--- src/rtl/keccak_sponge_ctrl.sv ---
// keccak_sponge_ctrl -- host-side sequencer for the keccak core.
//
// Packs a byte-granular message stream into rate-sized blocks of N-bit lanes
// and feeds them to the core. It applies Keccak multi-rate padding (pad10*1),
// pulses Last_block, captures OUT_WORDS digest lanes and re-streams them on
// a valid/ready output.
//
// Optional feature: define KECCAK_SHA3_PAD_EN to use the SHA-3 domain pad
// byte 0x06 instead of the original Keccak 0x01. The 0x80 terminator is the
// same in both builds.
//
// Ports
//   Clock, Reset_n                  clock, asynchronous active-low reset
//   Msg_data/bytes/last/valid/ready message lane stream (byte i = bits 8i+7:8i)
//   Start, Din, Din_valid           core start pulse and absorbed lanes
//   Last_block                      core finalise pulse
//   Buffer_full, Ready              core back-pressure / absorb-complete
//   Dout, Dout_valid                core digest lanes
//   Hash_data/valid/last/ready      digest lane stream to the consumer
//   Busy                            message in flight
module keccak_sponge_ctrl #(
  parameter int N          = 64,
  parameter int RATE_WORDS = 17,
  parameter int OUT_WORDS  = 4
) (
  input  logic                 Clock,
  input  logic                 Reset_n,
  input  logic [N-1:0]         Msg_data,
  input  logic [$clog2(N/8):0] Msg_bytes,
  input  logic                 Msg_last,
  input  logic                 Msg_valid,
  output logic                 Msg_ready,
  output logic                 Start,
  output logic [N-1:0]         Din,
  output logic                 Din_valid,
  output logic                 Last_block,
  input  logic                 Buffer_full,
  input  logic                 Ready,
  input  logic [N-1:0]         Dout,
  input  logic                 Dout_valid,
  output logic [N-1:0]         Hash_data,
  output logic                 Hash_valid,
  output logic                 Hash_last,
  input  logic                 Hash_ready,
  output logic                 Busy
);

  localparam int NB = N / 8;
  localparam int BW = $clog2(NB) + 1;
  localparam int CW = (RATE_WORDS > 1) ? $clog2(RATE_WORDS) : 1;
  localparam int OW = (OUT_WORDS > 1) ? $clog2(OUT_WORDS) : 1;
  localparam logic [CW-1:0] LAST_WORD  = CW'(RATE_WORDS - 1);
  localparam logic [OW-1:0] LAST_OUT   = OW'(OUT_WORDS - 1);
  localparam logic [BW-1:0] FULL_BYTES = BW'(NB);
  localparam logic [N-1:0]  PAD_LAST   = {8'h80, {(N-8){1'b0}}};
`ifdef KECCAK_SHA3_PAD_EN
  localparam logic [7:0]    PAD_FIRST  = 8'h06;
`else
  localparam logic [7:0]    PAD_FIRST  = 8'h01;
`endif

  typedef enum logic [2:0] {
    IDLE, BLKWAIT, ABSORB, PAD, FINWAIT, SQUEEZE, DRAIN
  } state_t;

  state_t        state_reg, state_next;
  logic [CW-1:0] word_cnt_reg, word_cnt_next;
  logic [OW-1:0] out_idx_reg, out_idx_next;
  logic          pad_first_reg, pad_first_next;  // first pad byte still owed to a later lane
  logic [N-1:0]  din_reg, din_next;
  logic          din_valid_reg, din_valid_next;
  logic          start_reg, start_next;
  logic          last_block_reg, last_block_next;

  logic [BW-1:0] bytes_clamped;
  logic          last_full;
  logic [N-1:0]  last_lane;
  logic [N-1:0]  digest_word [OUT_WORDS];

  // Final message lane: keep bytes below b, place the pad byte at b, zero the rest.
  always_comb begin
    bytes_clamped = (Msg_bytes > FULL_BYTES) ? FULL_BYTES : Msg_bytes;
    last_full     = (bytes_clamped == FULL_BYTES);
    last_lane     = '0;
    for (int i = 0; i < NB; i++) begin
      if (BW'(i) < bytes_clamped)
        last_lane[8*i +: 8] = Msg_data[8*i +: 8];
      else if (BW'(i) == bytes_clamped)
        last_lane[8*i +: 8] = PAD_FIRST;
    end
  end

  // State register
  always_ff @(posedge Clock or negedge Reset_n) begin
    if (!Reset_n) begin
      state_reg      <= IDLE;
      word_cnt_reg   <= '0;
      out_idx_reg    <= '0;
      pad_first_reg  <= 1'b0;
      din_reg        <= '0;
      din_valid_reg  <= 1'b0;
      start_reg      <= 1'b0;
      last_block_reg <= 1'b0;
    end else begin
      state_reg      <= state_next;
      word_cnt_reg   <= word_cnt_next;
      out_idx_reg    <= out_idx_next;
      pad_first_reg  <= pad_first_next;
      din_reg        <= din_next;
      din_valid_reg  <= din_valid_next;
      start_reg      <= start_next;
      last_block_reg <= last_block_next;
    end
  end

  // Next-state logic
  always_comb begin
    state_next = state_reg;
    case (state_reg)
      IDLE:    if (Msg_valid) state_next = BLKWAIT;
      // A full final lane at the end of a block leaves the pad byte owed to a
      // fresh block, so BLKWAIT resumes into PAD instead of ABSORB.
      BLKWAIT: if (!Buffer_full) state_next = pad_first_reg ? PAD : ABSORB;
      ABSORB: begin
        if (Msg_valid) begin
          if (Msg_last) begin
            if (word_cnt_reg == LAST_WORD) state_next = last_full ? BLKWAIT : FINWAIT;
            else                           state_next = PAD;
          end else if (word_cnt_reg == LAST_WORD) begin
            state_next = BLKWAIT;
          end
        end
      end
      PAD:     if (word_cnt_reg == LAST_WORD) state_next = FINWAIT;
      FINWAIT: if (Ready) state_next = SQUEEZE;
      SQUEEZE: if (Dout_valid && out_idx_reg == LAST_OUT) state_next = DRAIN;
      DRAIN:   if (Hash_ready && out_idx_reg == LAST_OUT) state_next = IDLE;
      default: state_next = IDLE;
    endcase
  end

  // Datapath / registered-output next values
  always_comb begin
    word_cnt_next   = word_cnt_reg;
    out_idx_next    = out_idx_reg;
    pad_first_next  = pad_first_reg;
    din_next        = '0;
    din_valid_next  = 1'b0;
    start_next      = (state_reg == IDLE) && Msg_valid;
    last_block_next = (state_reg == FINWAIT) && Ready;
    case (state_reg)
      ABSORB: begin
        if (Msg_valid) begin
          din_valid_next = 1'b1;
          if (Msg_last) begin
            din_next       = last_lane;
            pad_first_next = last_full;
          end else begin
            din_next = Msg_data;
          end
          if (word_cnt_reg == LAST_WORD) begin
            // Terminator only lands here if the pad byte did too.
            if (Msg_last && !last_full) din_next = din_next | PAD_LAST;
            word_cnt_next = '0;
          end else begin
            word_cnt_next = word_cnt_reg + CW'(1);
          end
        end
      end
      PAD: begin
        din_valid_next = 1'b1;
        din_next       = pad_first_reg ? N'(PAD_FIRST) : '0;
        pad_first_next = 1'b0;
        if (word_cnt_reg == LAST_WORD) begin
          din_next      = din_next | PAD_LAST;
          word_cnt_next = '0;
        end else begin
          word_cnt_next = word_cnt_reg + CW'(1);
        end
      end
      SQUEEZE: begin
        if (Dout_valid) out_idx_next = (out_idx_reg == LAST_OUT) ? '0 : out_idx_reg + OW'(1);
      end
      DRAIN: begin
        if (Hash_ready) out_idx_next = (out_idx_reg == LAST_OUT) ? '0 : out_idx_reg + OW'(1);
      end
      default: ;
    endcase
  end

  // Digest capture buffer, one register per captured lane
  for (genvar gi = 0; gi < OUT_WORDS; gi++) begin : g_digest
    logic [N-1:0] word_reg;
    always_ff @(posedge Clock or negedge Reset_n) begin
      if (!Reset_n)
        word_reg <= '0;
      else if (state_reg == SQUEEZE && Dout_valid && out_idx_reg == OW'(gi))
        word_reg <= Dout;
    end
    assign digest_word[gi] = word_reg;
  end

  // Outputs
  always_comb begin
    Msg_ready  = (state_reg == ABSORB);
    Busy       = (state_reg != IDLE);
    Start      = start_reg;
    Din        = din_reg;
    Din_valid  = din_valid_reg;
    Last_block = last_block_reg;
    Hash_valid = (state_reg == DRAIN);
    Hash_last  = (state_reg == DRAIN) && (out_idx_reg == LAST_OUT);
    Hash_data  = (state_reg == DRAIN) ? digest_word[out_idx_reg] : '0;
  end

endmodule

--- config.mk ---
export PLATFORM = sky130hd
export DESIGN_NAME = keccak_sponge_ctrl
export DESIGN_NICKNAME = d
export VERILOG_FILES = /design/src/rtl/keccak_sponge_ctrl.sv
export SDC_FILE = /design/constraint.sdc
export NUM_CORES = 1
export LEC_CHECK = 0
export CELL_PAD_IN_SITES_DETAIL_PLACEMENT = 1
export CELL_PAD_IN_SITES_GLOBAL_PLACEMENT = 2
export CORE_MARGIN = 2
export CORE_UTILIZATION = 35
export CTS_BUF_LIST = sky130_fd_sc_hd__clkbuf_8
export DETAILED_ROUTE_END_ITERATION = 10
export GPL_TIMING_DRIVEN = 0
export PLACE_DENSITY_LB_ADDON = 0.1
export SYNTH_ARGS = -nofsm -noshare
export SYNTH_HDL_FRONTEND = slang
export SYNTH_SLANG_ARGS = --single-unit
export TNS_END_PERCENT = 20
--- constraint.sdc ---
create_clock -name Clock -period 2 [get_ports Clock]
set_input_delay 0.4 -clock Clock [delete_from_list [all_inputs] [get_ports Clock]]
set_output_delay 0.4 -clock Clock [all_outputs]
set_load 0.02 [all_outputs]
Yosys cells after proc, flatten, opt, wreduce, memory -nomap -nowiden
Index checks and enable logic that the tools add are counted.
{"block": "word_totals", "out_inout_bits": 135, "wordCells": 129, "mem_bits_ro": 0, "in_bits": 140, "latch_bits": 0, "mem_count": 0, "regBits": 334, "mem_bits_rw": 0}
{"block": "op_classes", "n_reduce_logical": 22, "addsub": 2, "n_mul": 0, "shifts": 0, "mux": 53, "bitwise_logic": 1, "n_lt_le_gt_ge": 10, "div_mod_pow": 0, "eq_ne": 29}
{"operator": "64-bit two-way mux", "count": 8}
{"operator": "64-bit binary-select mux with 2-bit select", "count": 1}
{"operator": "64-bit case mux with 2 select lines", "count": 1}
{"operator": "8-bit two-way mux", "count": 8}
{"operator": "3-bit two-way mux", "count": 11}
{"operator": "3-bit case mux with 7 select lines", "count": 1}
{"operator": "3-bit by 4-bit equality test with 1-bit output (first input constant)", "count": 4}
{"operator": "3-bit by 4-bit less-than comparator with 1-bit output (first input constant)", "count": 4}
{"operator": "2-bit inequality test (second input constant)", "count": 8}
{"operator": "1-bit two-way mux", "count": 13}
{"operator": "1-bit logical AND", "count": 11}
{"operator": "5-bit two-way mux", "count": 2}
{"operator": "5-bit case mux with 2 select lines", "count": 1}
{"operator": "3-bit equality test (second input constant)", "count": 3}
{"operator": "2-bit by 4-bit equality test with 1-bit output (first input constant)", "count": 2}
{"operator": "1-bit by 4-bit less-than comparator with 1-bit output (first input constant)", "count": 2}
{"operator": "2-bit by 4-bit less-than comparator with 1-bit output (first input constant)", "count": 2}
{"operator": "8-bit AND reduction", "count": 1}
{"operator": "3-bit by 2-bit equality test with 1-bit output (second input constant)", "count": 2}
{"operator": "2-bit two-way mux", "count": 3}
{"operator": "3-bit AND reduction", "count": 2}
{"operator": "5-bit by 1-bit adder with 5-bit output (second input constant)", "count": 1}
{"operator": "5-bit equality test (second input constant)", "count": 1}
{"operator": "1-bit by 4-bit equality test with 1-bit output (first input constant)", "count": 1}
{"operator": "other kinds (20)", "count": 24}

Logic depth before layout (Yosys ltp)
{"block": "logic_depth", "ltp_word": 10, "ltp_mapped": 8, "ltp_nobuf": 6}

Least setup slack after synthesis
OpenSTA, ideal clock, no wires.
{"block": "synth_path", "path_type": "reg2out", "startpoint": "register out_idx_reg[0]", "endpoint": "output port Hash_data[36]", "arrival_time_ns": 1.641, "slack_ns": -0.041, "path_stages_with_launch": 6, "n_path_buf": 3, "required_time_ns": 1.600, "cell_sequence": "dfrtp_1 > clkbuf_1 > buf_4 > buf_4 > mux4_2 > and2_1"}
{"block": "synth_via", "elab_chain_cells": 5}
{"item": "start: declaration", "line": "68", "source": "logic [OW-1:0] out_idx_reg, out_idx_next;"}
{"item": "start signal: assignment", "line": "107", "source": "out_idx_reg <= out_idx_next;"}
{"item": "2-bit NOT with 3-bit output (not written as such)", "line": "213", "source": "Hash_data = (state_reg == DRAIN) ? digest_word[out_idx_reg] : '0;"}
{"item": "64-bit binary-select mux with 2-bit select", "line": "213"}
{"item": "64-bit two-way mux (not written as such) (2 in a row)", "line": "213"}
{"item": "64-bit two-way mux", "line": "213"}
{"item": "end: declaration", "line": "41", "source": "output logic [N-1:0] Hash_data,"}
Every way passes these cells. The select of a mux whose other input is x is not followed.

Worst setup path after layout
{"block": "layout_path", "startpoint": "register out_idx_reg[0]", "endpoint": "output port Hash_data[27]"}
The elaborated chain is that of the path after synthesis.

==> results.yml <==
hold_path:
  holdPathStages: 3
  hp-class: "in2reg"
setup_path:
  critPathLaunchType: "register"
  critPathRequiredTime_ps: 1600
  crit_top_cell: "buf_12"
  crit_chain: "buf_8, buf_12, buf_12, buf_12, mux4_2, and2_4, buf_6"
  path_max_fanout: 4
  critPathMaxStageDelay_ps: 500
  criticalPathCategory: "reg2out"
  arrival_ps: 2260
  r2r_slack_ps: -30
  worstSetupPathDepth: 7
  r2r_cells: 9
  cp_top_family: "buffers and inverters"
  worst_path_max_delay_cell: "mux4_2"
  crit_buf_inv: 5
  cp-end-kind: "output port"
synthesis:
  synth-seq-cells: 334
  async_flop_share_pct: 100
  synth_commonest_cells: "dfrtp_1, mux2_4, and2_1"
  synth_top_cell_area_share_pct: 53.9
  ys_seq_area_share_pct: 53.9
  synthTopCellsByArea: "dfrtp_1, mux2_4, mux4_2, and2_1, buf_6"
  syn_inst: 940
  avgSynthCellArea_um2: 16.5
  post-synth-top-count-cell: "dfrtp_1"
  synth_top_area_cell: "dfrtp_1"
  synth-edff-count: 0
  synth_cell_types: 45
  synth_nets: 1086
  syn_area_mm2: 0.0155
  yosysWarnings: 0
  ys.flop_type: "dfrtp_1"
power:
  p_per_area_mw_per_mm2: 1140
  ir_drop_mv: 0.455
  p_leak_uw: 0.0107
  power_uw: 23900
detailed_routing:
  dr.pass1.iters: 4
  wl_per_cell_um: 20.8
  wl_um: 40300
  viasPerCell: 4.70
  drt_iter0_drc: 333
  drc: 0
  vias: 9081
  ant_nets: 0
cells_and_area:
  drive_above_1_share_pct: 47.2
  final_core_util_pct: 47.8
  area_delta_synth_final_pct: 35.5
  largest_reg_flops: 256
  fin_cells: 1931
  fin_nets: 1445
  final_area_mm2: 0.0210
timing:
  grt_setup_unrepaired: "yes"
  clock_skew_ps: 20.0
  final-setup-viol-count: 170
  drv_slew: 0
  clock.fmax_mhz: 376
  fin_crit_sh_pct: 133
  worst_slack_ps: -660
  hold_viol_final: 0
  tightest_slew_ps: 734
  period_minus_slack_ps: 2660
  slew-limit-headroom_pct: 51.1
die:
  row_count: 77
  die_x_um: 214
  coreArea_mm2: 0.0439
  die_h_um: 214
  io-pin-count: 275
  die_area_mm2: 0.0460
  initial_utilization_pct: 35.3
place:
  io_buffers: 272
  dpl-instance-area_mm2: 0.0190
  dp.cells: 1807
  hpwlAfterDp_um: 26300
  place.gp.congestion: 0.722
cts:
  clk_pin_slew_worst_paths_ps: 50
  cts.sinks: 334
  clockBufferDepth: 3
  cts_tree: "built"
  htree_num_levels: 2
  cts-buffers-inserted: 61
  clk_latency_ps: 650
  root_buffer: "clkbuf_8"
global_routing:
  grt_pass1_wl_um: 64100
  grt_max_degree: 114
  track_usage_pct: 18.0
  overflow: 0
  antenna_found_initial: 3
  grt_pass1_vias: 10507
outcome:
  run_status: "finished, violations left"
  violations: "negative setup slack"
flow_run:
  maxCapViolations: 0
## per-stage QoR
step / setup slack [ps] / hold slack [ps] / setup TNS (ps)
after global routing: -767 / 201 / -57940
after detailed placement: -1310 / 299 / -215380
after CTS: -808 / 148 / -53530
after floorplan: -40.8 / 104 / -919
after global placement: -14910 / 483 / -5180420
final: -660 / 225 / -39960
## worst register-to-register path, cell delays in order (launching register included)
cell and delay [ps]:
dfrtp_1 400, buf_8 140, buf_12 150, buf_12 150, buf_4 140, inv_1 80
ha_2 230, nand2_8 120, buf_6 200, mux2_4 310
## power by group
| group | total, µW | switching [µW] | internal (µW) |
|---|---|---|---|
| registers | 9660 | 1030 | 8630 |
| logic | 7970 | 2930 | 5050 |
| clock network | 6290 | 2880 | 3410 |
| total | 23900 | 6830 | 17100 |
## metal layers
| metal | vias to the layer above | share of wire (%) | wire length [µm] | GRT usage (%) |
|---|---|---|---|---|
| met1 | 4716 | 44 | 17700 | 23.5 |
| met3 | 57 | 7.9 | 3160 | 6.38 |
| met2 | 236 | 46 | 18700 | 28.2 |
| met4 | 4 | 1.8 | 724 | 5.12 |
| li1 | 4068 | - | - | - |
| met5 | - | 0.075 | 30 | 0 |
## cell usage in the layout (no fill, tap or decap), types with 11 or more instances in the layout
master,instances
and2_4,66
and2_1,56
buf_6,88
nand2_1,11
mux2_2,18
mux2_4,240
buf_8,11
inv_1,25
nor2_1,13
clkdlybuf4s50_1,136
dfrtp_1,331
buf_4,11
buf_12,18
clkbuf_8,80
dlygate4sd2_1,67
mux4_2,64
## final cells by class
class | instances | area, µm²
antenna | 1 | 2.50
buffer | 53 | 672
clock buffer | 77 | 1060
clock inverter | 25 | 110
fill | 4353 | 22900
inverter | 5 | 18.8
multi-input combinational | 545 | 6880
sequential | 334 | 8360
tap | 592 | 741
timing repair buffer | 299 | 3140
## cell families after synthesis
logic type | synth area share, %
compound gates | 1.50
mux | 33.9
flops | 53.9
fa+ha+maj | 0.484
buf+inv | 2.90
xor+xnor | 0.0565
simple gates | 7.27
## worst paths after layout
path / start / end
setup / recovery: out_idx_reg[0] / Hash_data[27]
hold / removal: Msg_bytes[2] / Din[40]
setup reg to reg: out_idx_reg[0] / g_digest[0].word_reg[26]
hold reg to reg: word_cnt_reg[3] / word_cnt_reg[3]
max in group asynchronous: Reset_n / g_digest[2].word_reg[14]
min in group asynchronous: Reset_n / g_digest[0].word_reg[50]
## timing repair
item                       CTS  global route
setup endpoints to repair  337           291
gates cloned                 5             0
hold endpoints to repair    35             0
hold buffers                 1             0
resized for setup          617            49
setup buffers               19             3
pin swaps                   55            11
No activity file was read; power rests on OpenSTA's default activity.
